**src/rtl/mc_step_sequencer.sv**
```systemverilog
// mc_step_sequencer: multi-cycle FETCH/DECODE/EXEC/MEM/WB control FSM.
// Timestamps each instruction against the upstream 5-bit cycle counter and
// reports the elapsed cycle count on completion. Memory waits are bounded by
// MEM_TIMEOUT. Optional retire/error statistics under `MC_SEQ_STATS_EN.
module mc_step_sequencer #(
    parameter int unsigned MEM_TIMEOUT = 15,
    parameter int unsigned OP_W        = 4
) (
    input  logic            clk,
    input  logic            rst,
    input  logic            start,
    input  logic [OP_W-1:0] opcode,
    input  logic            mem_ready,
    input  logic [4:0]      cyc_in,
    output logic [2:0]      state,
    output logic            busy,
    output logic            mem_rd,
    output logic            mem_wr,
    output logic            ir_we,
    output logic            pc_we,
    output logic            alu_en,
    output logic            reg_we,
    output logic            done,
    output logic            err,
    output logic [4:0]      instr_cycles
`ifdef MC_SEQ_STATS_EN
    ,
    output logic [15:0]     retired_cnt,
    output logic [7:0]      err_cnt
`endif
);

    localparam int unsigned CYC_W = 5;

    typedef enum logic [2:0] {
        S_IDLE   = 3'd0,
        S_FETCH  = 3'd1,
        S_DECODE = 3'd2,
        S_EXEC   = 3'd3,
        S_MEM    = 3'd4,
        S_WB     = 3'd5,
        S_DONE   = 3'd6
    } state_t;

    // Instruction class latched in DECODE; only ALU/LOAD/STORE reach EXEC.
    localparam logic [1:0] K_ALU   = 2'd1;
    localparam logic [1:0] K_LOAD  = 2'd2;
    localparam logic [1:0] K_STORE = 2'd3;

    state_t           state_q;
    state_t           state_nxt;
    logic             abort_c;
    logic             wait_tmo_c;
    logic [CYC_W-1:0] stamp;
    logic [CYC_W-1:0] wait_cnt;
    logic [1:0]       op_q;

    // State register.
    always_ff @(posedge clk or posedge rst) begin
        if (rst) begin
            state_q <= S_IDLE;
        end else begin
            state_q <= state_nxt;
        end
    end

    // Next-state logic; abort_c flags a timeout or illegal opcode on entry to DONE.
    always_comb begin
        state_nxt  = state_q;
        abort_c    = 1'b0;
        wait_tmo_c = (wait_cnt == CYC_W'(MEM_TIMEOUT - 1));
        case (state_q)
            S_IDLE: begin
                if (start) state_nxt = S_FETCH;
            end
            S_FETCH: begin
                if (mem_ready) begin
                    state_nxt = S_DECODE;
                end else if (wait_tmo_c) begin
                    state_nxt = S_DONE;
                    abort_c   = 1'b1;
                end
            end
            S_DECODE: begin
                if (opcode == OP_W'(0)) begin
                    state_nxt = S_DONE;
                end else if (opcode <= OP_W'(3)) begin
                    state_nxt = S_EXEC;
                end else begin
                    state_nxt = S_DONE;
                    abort_c   = 1'b1;
                end
            end
            S_EXEC: begin
                state_nxt = (op_q == K_ALU) ? S_WB : S_MEM;
            end
            S_MEM: begin
                if (mem_ready) begin
                    state_nxt = (op_q == K_LOAD) ? S_WB : S_DONE;
                end else if (wait_tmo_c) begin
                    state_nxt = S_DONE;
                    abort_c   = 1'b1;
                end
            end
            S_WB:    state_nxt = S_DONE;
            S_DONE:  state_nxt = S_IDLE;
            default: state_nxt = S_IDLE;
        endcase
    end

    // Moore strobe decode; ir_we/pc_we additionally qualify on mem_ready.
    always_comb begin
        busy   = 1'b1;
        mem_rd = 1'b0;
        mem_wr = 1'b0;
        ir_we  = 1'b0;
        pc_we  = 1'b0;
        alu_en = 1'b0;
        reg_we = 1'b0;
        case (state_q)
            S_IDLE:  busy = 1'b0;
            S_FETCH: begin
                mem_rd = 1'b1;
                ir_we  = mem_ready;
                pc_we  = mem_ready;
            end
            S_EXEC:  alu_en = 1'b1;
            S_MEM: begin
                mem_rd = (op_q == K_LOAD);
                mem_wr = (op_q == K_STORE);
            end
            S_WB:    reg_we = 1'b1;
            default: ;
        endcase
    end

    assign state = state_q;

    // Timestamp, wait counter, opcode class and registered completion outputs.
    always_ff @(posedge clk or posedge rst) begin
        if (rst) begin
            stamp        <= '0;
            wait_cnt     <= '0;
            op_q         <= '0;
            done         <= 1'b0;
            err          <= 1'b0;
            instr_cycles <= '0;
        end else begin
            if (state_q == S_IDLE && start) begin
                stamp    <= cyc_in;
                wait_cnt <= '0;
            end
            if (state_q == S_EXEC) begin
                wait_cnt <= '0;
            end
            if ((state_q == S_FETCH || state_q == S_MEM) && !mem_ready) begin
                wait_cnt <= wait_cnt + CYC_W'(1);
            end
            if (state_q == S_DECODE) begin
                op_q <= 2'(opcode);
            end
            done <= (state_nxt == S_DONE);
            if (state_nxt == S_DONE) begin
                err          <= abort_c;
                instr_cycles <= cyc_in - stamp;
            end
        end
    end

`ifdef MC_SEQ_STATS_EN
    // Retire counter wraps; error counter saturates.
    always_ff @(posedge clk or posedge rst) begin
        if (rst) begin
            retired_cnt <= '0;
            err_cnt     <= '0;
        end else if (state_nxt == S_DONE) begin
            if (abort_c) begin
                if (err_cnt != 8'hFF) err_cnt <= err_cnt + 8'd1;
            end else begin
                retired_cnt <= retired_cnt + 16'd1;
            end
        end
    end
`endif

endmodule

```
**config.mk**
```make
export PLATFORM = sky130hd
export DESIGN_NAME = mc_step_sequencer
export DESIGN_NICKNAME = d
export VERILOG_FILES = /design/src/rtl/mc_step_sequencer.sv
export SDC_FILE = /design/constraint.sdc
export NUM_CORES = 1
export LEC_CHECK = 0
export ABC_AREA = 0
export BUFFER_PORTS_ARGS = -buffer_cell sky130_fd_sc_hd__buf_2
export CAP_MARGIN = 40
export CORE_UTILIZATION = 55
export CTS_BUF_LIST = sky130_fd_sc_hd__clkbuf_4
export DETAILED_ROUTE_END_ITERATION = 8
export PLACE_DENSITY = 0.84
export SLEW_MARGIN = 20
export SYNTH_ARGS = -nofsm -noshare
export SYNTH_HDL_FRONTEND = slang
export SYNTH_SLANG_ARGS = --single-unit
```
**constraint.sdc**
```tcl
create_clock -name clk -period 2.3 [get_ports clk]
set_input_delay 0.115 -clock clk [delete_from_list [all_inputs] [get_ports clk]]
set_output_delay 0.115 -clock clk [all_outputs]
set_load 0.05 [all_outputs]
```
==> flow_summary.yaml, run 1 <==
run_status:
  status: "finished, final reports clean"
routing:
  wirelength_um: 2300
  postRouteAntennaNets: 0
  vias_per_cell: 5.38
  post-route-drc-count: 0
  vias: 980
  first_iter_violations: 21
  firstDrtPassIters: 4
  routedWlPerCell_um: 12.6
worst_hold_path:
  min_path_type: "input port to register"
  min_delay_path_depth: 3
  whs_endpoint: "stamp[2]$_DFFE_PP0P_"
  hp-start: "cyc_in[2]"
placement:
  place_area_um2: 1440
  dp_hpwl_um: 1780
  portBuffers: 29
  place_congestion: 0.838
setup_path:
  path_cells: "inv_1, ha_1, and4b_4, o311ai_1, o211ai_4, nand2_4, mux2_4"
  cp_max_fo: 7
  crit_slowest_cell: "dfrtp_1"
  r2r-start: "wait_cnt[0]$_DFFE_PP0P_"
  critPathKind: "register to register"
  slowest_delay_ns: 0.42
  ff2ff_setup_slack_ns: 0.31
  worstPathRequired_ns: 2.49
  rr_worst_depth: 7
  r2r_end: "instr_cycles[3]$_DFFE_PP0N_"
  worst_setup_path_start_kind: "register"
  cp-end-kind: "register"
  cp.arrival_ns: 2.18
cells_and_area:
  area_delta_synth_final_pct: 15.5
  fin_util_pct: 67.3
  drive_gt1_share_pct: 33.1
  stdcell_area_um2: 1480
  fin_nets: 176
  n_antenna_cell: 0
floorplan:
  num_io_pins: 30
  rows: 17
  start_util_pct: 58.3
  dieArea_um2: 2520
  fp.dieH_um: 50.2
  coreArea_um2: 2190
  fp.dieW_um: 50.2
clock_tree:
  ctsResizeCount: 0
  cts_root_buffer: "clkbuf_4"
  cts_max_level: 1
  clk-insertion-delay-late_ns: 0.29
  cts_inserted_buffers: 3
  cts_tree: "done"
  clock_path_buffers: 2
  clock-sinks: 22
  clk_pin_slew_ns: 0.11
power:
  leakagePower_nw: 0.775
  switching_share_pct: 50.1
  total_power_mw: 2.18
  p_per_area_nw_per_um2: 1480
  ir_drop_uv: 837
  power.switching_mw: 1.09
  comb_power_share_pct: 59.8
  clockPowerShare_pct: 7.6
  internal-power_mw: 1.09
  seqPwrFrac_pct: 32.6
yosys:
  synth_cell_types: 40
  synthFlopType: "dfrtp_1"
  syn_area_per_cell_um2: 10.4
  ys_ff_latch: 22
  seq_area_frac_synth_pct: 43.1
  yosys.area.top_type_share_pct: 43.1
  syn-cell-area_um2: 1280
  synthCells: 123
  synth_edf_count: 0
  synth_top_area_cell: "dfrtp_1"
  syn_nets: 143
  synthTopCellsByArea: "dfrtp_1, ha_1, inv_1, o21ai_0, mux2_2"
  ys_warn_count: 0
  synthArstFlopShare_pct: 100
timing:
  drv_slew: 0
  relSlewSlack_pct: 69.7
  fmaxAchievable_mhz: 502
  tightest_slew_ns: 0.448
  rsz0062_at_grt: "no"
  setup_tns_ns: 0
  hold_viol_final: 0
  finalSetupViolations: 0
  fin_crit_sh_pct: 86.6
  finalClockSkew_ns: 0.00215
  min_period_ns: 1.99
grt:
  use_met1_pct: 26.3
  antenna_found_initial: 0
  grt-ovfl-total: 0
  grt_use_met2_pct: 34.2
  grt.total_usage_pct: 20.6
  grt_pass1_wl_um: 3860
  grt_busiest_layer: "met2"
  grt_pass1_vias: 903
  grt_max_degree: 17
  grt_use_met3_pct: 2.12
job:
  cap_violations: 0
repair_timing:
action / in CTS / in global routing
hold buffers: 1 / 0
hold endpoints to repair: 6 / 0
buffers inserted: 0 / 0
synthesized netlist by cell type, types with 2 or more instances:
library cell,count
buf_6,2
and2_1,2
xnor2_1,3
xor2_1,3
nand2_1,9
ha_1,6
nor2_1,11
a21oi_1,2
inv_1,13
mux2i_1,3
a22oi_1,2
or3_4,2
dfrtp_1,22
mux2_4,3
o21ai_0,9
mux2_2,4
and2b_1,2
nand4_1,2
nand3_1,2
sequential cells by signal, indices dropped and copies added, names as in the netlist:
register	flops
instr_cycles	5
err	1
state	3
op_q	2
wait_cnt	5
done	1
stamp	5
critical path, delay by kind of cell (launching register included):
family	cells	cell delay, ns
AOI/OAI and AO/OA	2	0.54
DFF	1	0.42
and+or+nand+nor	2	0.35
muxes	1	0.31
adders and majority gates	1	0.19
buffers and inverters	1	0.07
metal layers:
metal	wire [µm]	vias to the layer above
met3	77	4
met4	35	0
met5	0	-
li1	-	481
met2	1150	27
met1	1030	468
kinds of logic after synthesis:
logic type,count (synthesis),synth area share (%)
AND/OR/NAND/NOR,39,17.4
AO/OA/AOI/OAI,22,12.0
flip-flops,22,43.1
buffers and inverters,17,6.46
multiplexers,10,9.40
adder cells (fa/ha/maj),7,7.44
XOR/XNOR,6,4.11
cell type report:
type / count / area, µm²
sequential: 22 / 551
multi-input combinational: 84 / 644
fill: 189 / 716
clock buffer: 3 / 22.5
tap: 28 / 35.0
timing repair buffer: 31 / 170
inverter: 14 / 52.6
through the flow:
step	hold WS [ns]	instances	worst slack [ns]
after detailed placement	0.0661	178	0.341
after global routing	0.0431	182	0.229
after global placement	0.311	177	0.430
after CTS	0.0278	182	0.311
after floorplan	0.104	123	0.0651
final	0.0423	182	0.308
cells in the final DEF, fill, tap and decap left out, types with 2 or more instances in the layout:
cell,count
a21oi_1,2
a22oi_1,2
and2_1,2
and2b_1,2
buf_2,29
clkbuf_4,3
dfrtp_1,22
ha_1,6
inv_1,13
mux2_2,4
mux2_4,3
mux2i_1,3
nand2_1,9
nand3_1,2
nand4_1,2
nor2_1,11
o21ai_0,9
or3_4,2
xnor2_1,3
xor2_1,3
power by group through the flow:
stage          logic [mW]  clock network [mW]  registers [mW]
2_1_floorplan       0.842                   0           0.947
3_3_place_gp         1.28                   0           0.708
3_5_place_dp         1.31                   0           0.718
4_1_cts              1.31               0.172           0.710
5_1_grt              1.41               0.188           0.735
6_report             1.30               0.165           0.710
worst max-delay path by stage:
stage                             from                          end  slack, ns  cells past startpoint
2_1_floorplan       state[0]$_DFF_PP0_                       mem_wr       0.07                      4
3_3_place_gp   wait_cnt[0]$_DFFE_PP0P_  instr_cycles[4]$_DFFE_PP0N_       0.43                      7
3_5_place_dp   wait_cnt[0]$_DFFE_PP0P_  instr_cycles[3]$_DFFE_PP0N_       0.34                      7
4_1_cts        wait_cnt[0]$_DFFE_PP0P_  instr_cycles[2]$_DFFE_PP0N_       0.31                      7
5_1_grt        wait_cnt[0]$_DFFE_PP0P_  instr_cycles[4]$_DFFE_PP0N_       0.23                      7
6_report       wait_cnt[0]$_DFFE_PP0P_  instr_cycles[3]$_DFFE_PP0N_       0.31                      7
No activity file was read; power rests on OpenSTA's default activity.
==> inputs of run 2 (changes only) <==
==> constraint.sdc (replaced) <==
create_clock -name clk -period 2.3 [get_ports clk]
set_input_delay 0.46 -clock clk [delete_from_list [all_inputs] [get_ports clk]]
set_output_delay 0.46 -clock clk [all_outputs]
set_load 0.05 [all_outputs]
==> run 2 against run 1 <==
  * Die area unchanged
  * Hold slack better by 0.057 ns
  * Sequential cell count unchanged
  * Sequential share of layout area is 0.19 points lower
  * Sequential power down 0.6%
  * Worst setup slack worse by 0.053 ns
  * Design area up 0.51%
  * Combinational power about the same
  * Critical path type is now register to output port
  * Largest cell class unchanged
  * Largest power group unchanged
  * Highest routed layer unchanged
==> flow_summary.yaml, run 2 (synthesis results as in run 1) <==
timing:
  min_period_ns: 2.05
  relSlewSlack_pct: 71.9
  fmaxAchievable_mhz: 489
  finalSetupViolations: 0
  finalClockSkew_ns: 0.00192
  drv_slew: 0
  setup_tns_ns: 0
  fin_crit_sh_pct: 88.9
  tightest_slew_ns: 0.415
  rsz0062_at_grt: "no"
  hold_viol_final: 0
clock_tree:
  holdBufCountCts: 0
  cts_inserted_buffers: 3
  clock-sinks: 22
  cts_root_buffer: "clkbuf_4"
  cts_setup_buffers: 0
  clk-insertion-delay-late_ns: 0.29
  cts_tree: "done"
  clock_path_buffers: 2
  cts_max_level: 1
  ctsResizeCount: 0
  clk_pin_slew_ns: 0.11
floorplan:
  num_io_pins: 30
  dieArea_um2: 2520
  fp.dieW_um: 50.2
  fp.dieH_um: 50.2
  coreArea_um2: 2190
  start_util_pct: 58.3
  rows: 17
routing:
  firstDrtPassIters: 4
  postRouteAntennaNets: 0
  wirelength_um: 2340
  routedWlPerCell_um: 12.9
  post-route-drc-count: 0
  first_iter_violations: 23
  vias_per_cell: 5.51
  vias: 997
cells_and_area:
  top_regs: "instr_cycles: 5 flops, stamp: 5 flops, wait_cnt: 5 flops"
  fill_cells: 179
  stdcell_area_um2: 1480
  drive_gt1_share_pct: 34.0
  area_delta_synth_final_pct: 16.1
  final_common_cell: "buf_2"
  most-common-layout-cells: "buf_2, dfrtp_1, inv_1"
  n_antenna_cell: 0
  fin_nets: 175
  stdcell_count: 181
worst_hold_path:
  min_path_type: "input port to asynchronous set/reset pin"
power:
  clockPowerShare_pct: 7.4
  ir_drop_uv: 1030
  power.switching_mw: 1.10
  switching_share_pct: 50.2
  internal-power_mw: 1.09
  total_power_mw: 2.19
  comb_power_share_pct: 60.2
  seqPwrFrac_pct: 32.3
  leakagePower_nw: 0.778
  p_per_area_nw_per_um2: 1470
setup_path:
  crit_slowest_cell: "dfrtp_1"
  worst_setup_path_start_kind: "register"
  cp.arrival_ns: 1.59
  crit_family: "simple AND/OR/NAND/NOR gates"
  worstPathRequired_ns: 1.84
  ff2ff_setup_slack_ns: 0.30
  critPathKind: "register to output port"
  path_cells: "and2b_1, nand2_1, nor3_2, buf_2"
  cp-end-kind: "output port"
  slowest_delay_ns: 0.51
  cp_max_fo: 11
  crit_buf_inv: 1
grt:
  grt_max_degree: 18
  antenna_found_initial: 0
  grt.total_usage_pct: 21.1
  grt_pass1_vias: 949
  grt_pass1_wl_um: 3970
  grt-ovfl-total: 0
placement:
  dp_hpwl_um: 1890
  place_congestion: 0.828
  place_area_um2: 1460
  portBuffers: 29
  placed_cells: 178
job:
  cap_violations: 0
run_status:
  status: "finished, final reports clean"
[run 2: cell types whose count changed in the layout (fill, tap and decap cells not counted)]
| cell | change |
|---|---|
| buf_8 | -1 |
| nor3_2 | +1 |
| dlygate4sd3_1 | -1 |
| buf_16 | +1 |
| nor3_1 | -1 |
[run 2: power groups by stage]
stage               clock, mW  combinational (mW)  sequential, mW
global placement            0                1.28           0.704
finish                  0.163                1.32           0.706
CTS                     0.169                1.32           0.705
global route            0.181                1.41           0.735
detailed placement          0                1.32           0.713
floorplan                   0               0.847           0.947
[run 2: layer usage]
layer  vias up  GRT usage (%)  routed length, µm
li1        479              -                  -
met1       474           23.4                950
met2        36           38.9               1220
met3         8           2.42                112
met4         0           11.0                 56
met5         -              0                  0
[run 2: worst reg2reg max path, cell delays in order (launching register included)]
cell and delay, ns:
dfrtp_1 0.43, inv_1 0.06, ha_1 0.20, and4b_4 0.20, o311ai_1 0.38, o211ai_4 0.15, nand2_4 0.17, mux2_4 0.31
[run 2: metrics by stage]
| step | utilization (%) | setup WS [ns] | hold slack, ns |
|---|---|---|---|
| 3_3_place_gp | 65.4 | 0.382 | 0.494 |
| 5_1_grt | 67.7 | 0.144 | 0.0976 |
| 2_1_floorplan | - | 0.0608 | 0.449 |
| 3_5_place_dp | 66.6 | 0.328 | 0.422 |
| 4_1_cts | 67.7 | 0.245 | 0.0993 |
| 6_report | 67.7 | 0.255 | 0.0990 |
[run 2: area by class of cell]
cell class | count | area (µm²) | share of cell area [%]
Multi-Input combinational cell | 84 | 649 | 43.8
Sequential cell | 22 | 551 | 37.1
Timing Repair Buffer | 30 | 173 | 11.6
Inverter | 14 | 52.6 | 3.54
Tap cell | 28 | 35.0 | 2.36
Clock buffer | 3 | 22.5 | 1.52
[run 2: final timing paths]
check	start	end	cells after the start
min	rst	stamp[4]$_DFFE_PP0P_	2
max	state[0]$_DFF_PP0_	mem_wr	4
min in group clk	cyc_in[3]	stamp[3]$_DFFE_PP0P_	3
max in group asynchronous	rst	state[1]$_DFF_PP0_	3
max reg2reg	wait_cnt[0]$_DFFE_PP0P_	instr_cycles[4]$_DFFE_PP0N_	7
min reg2reg	err$_DFFE_PP0N_	err$_DFFE_PP0N_	1
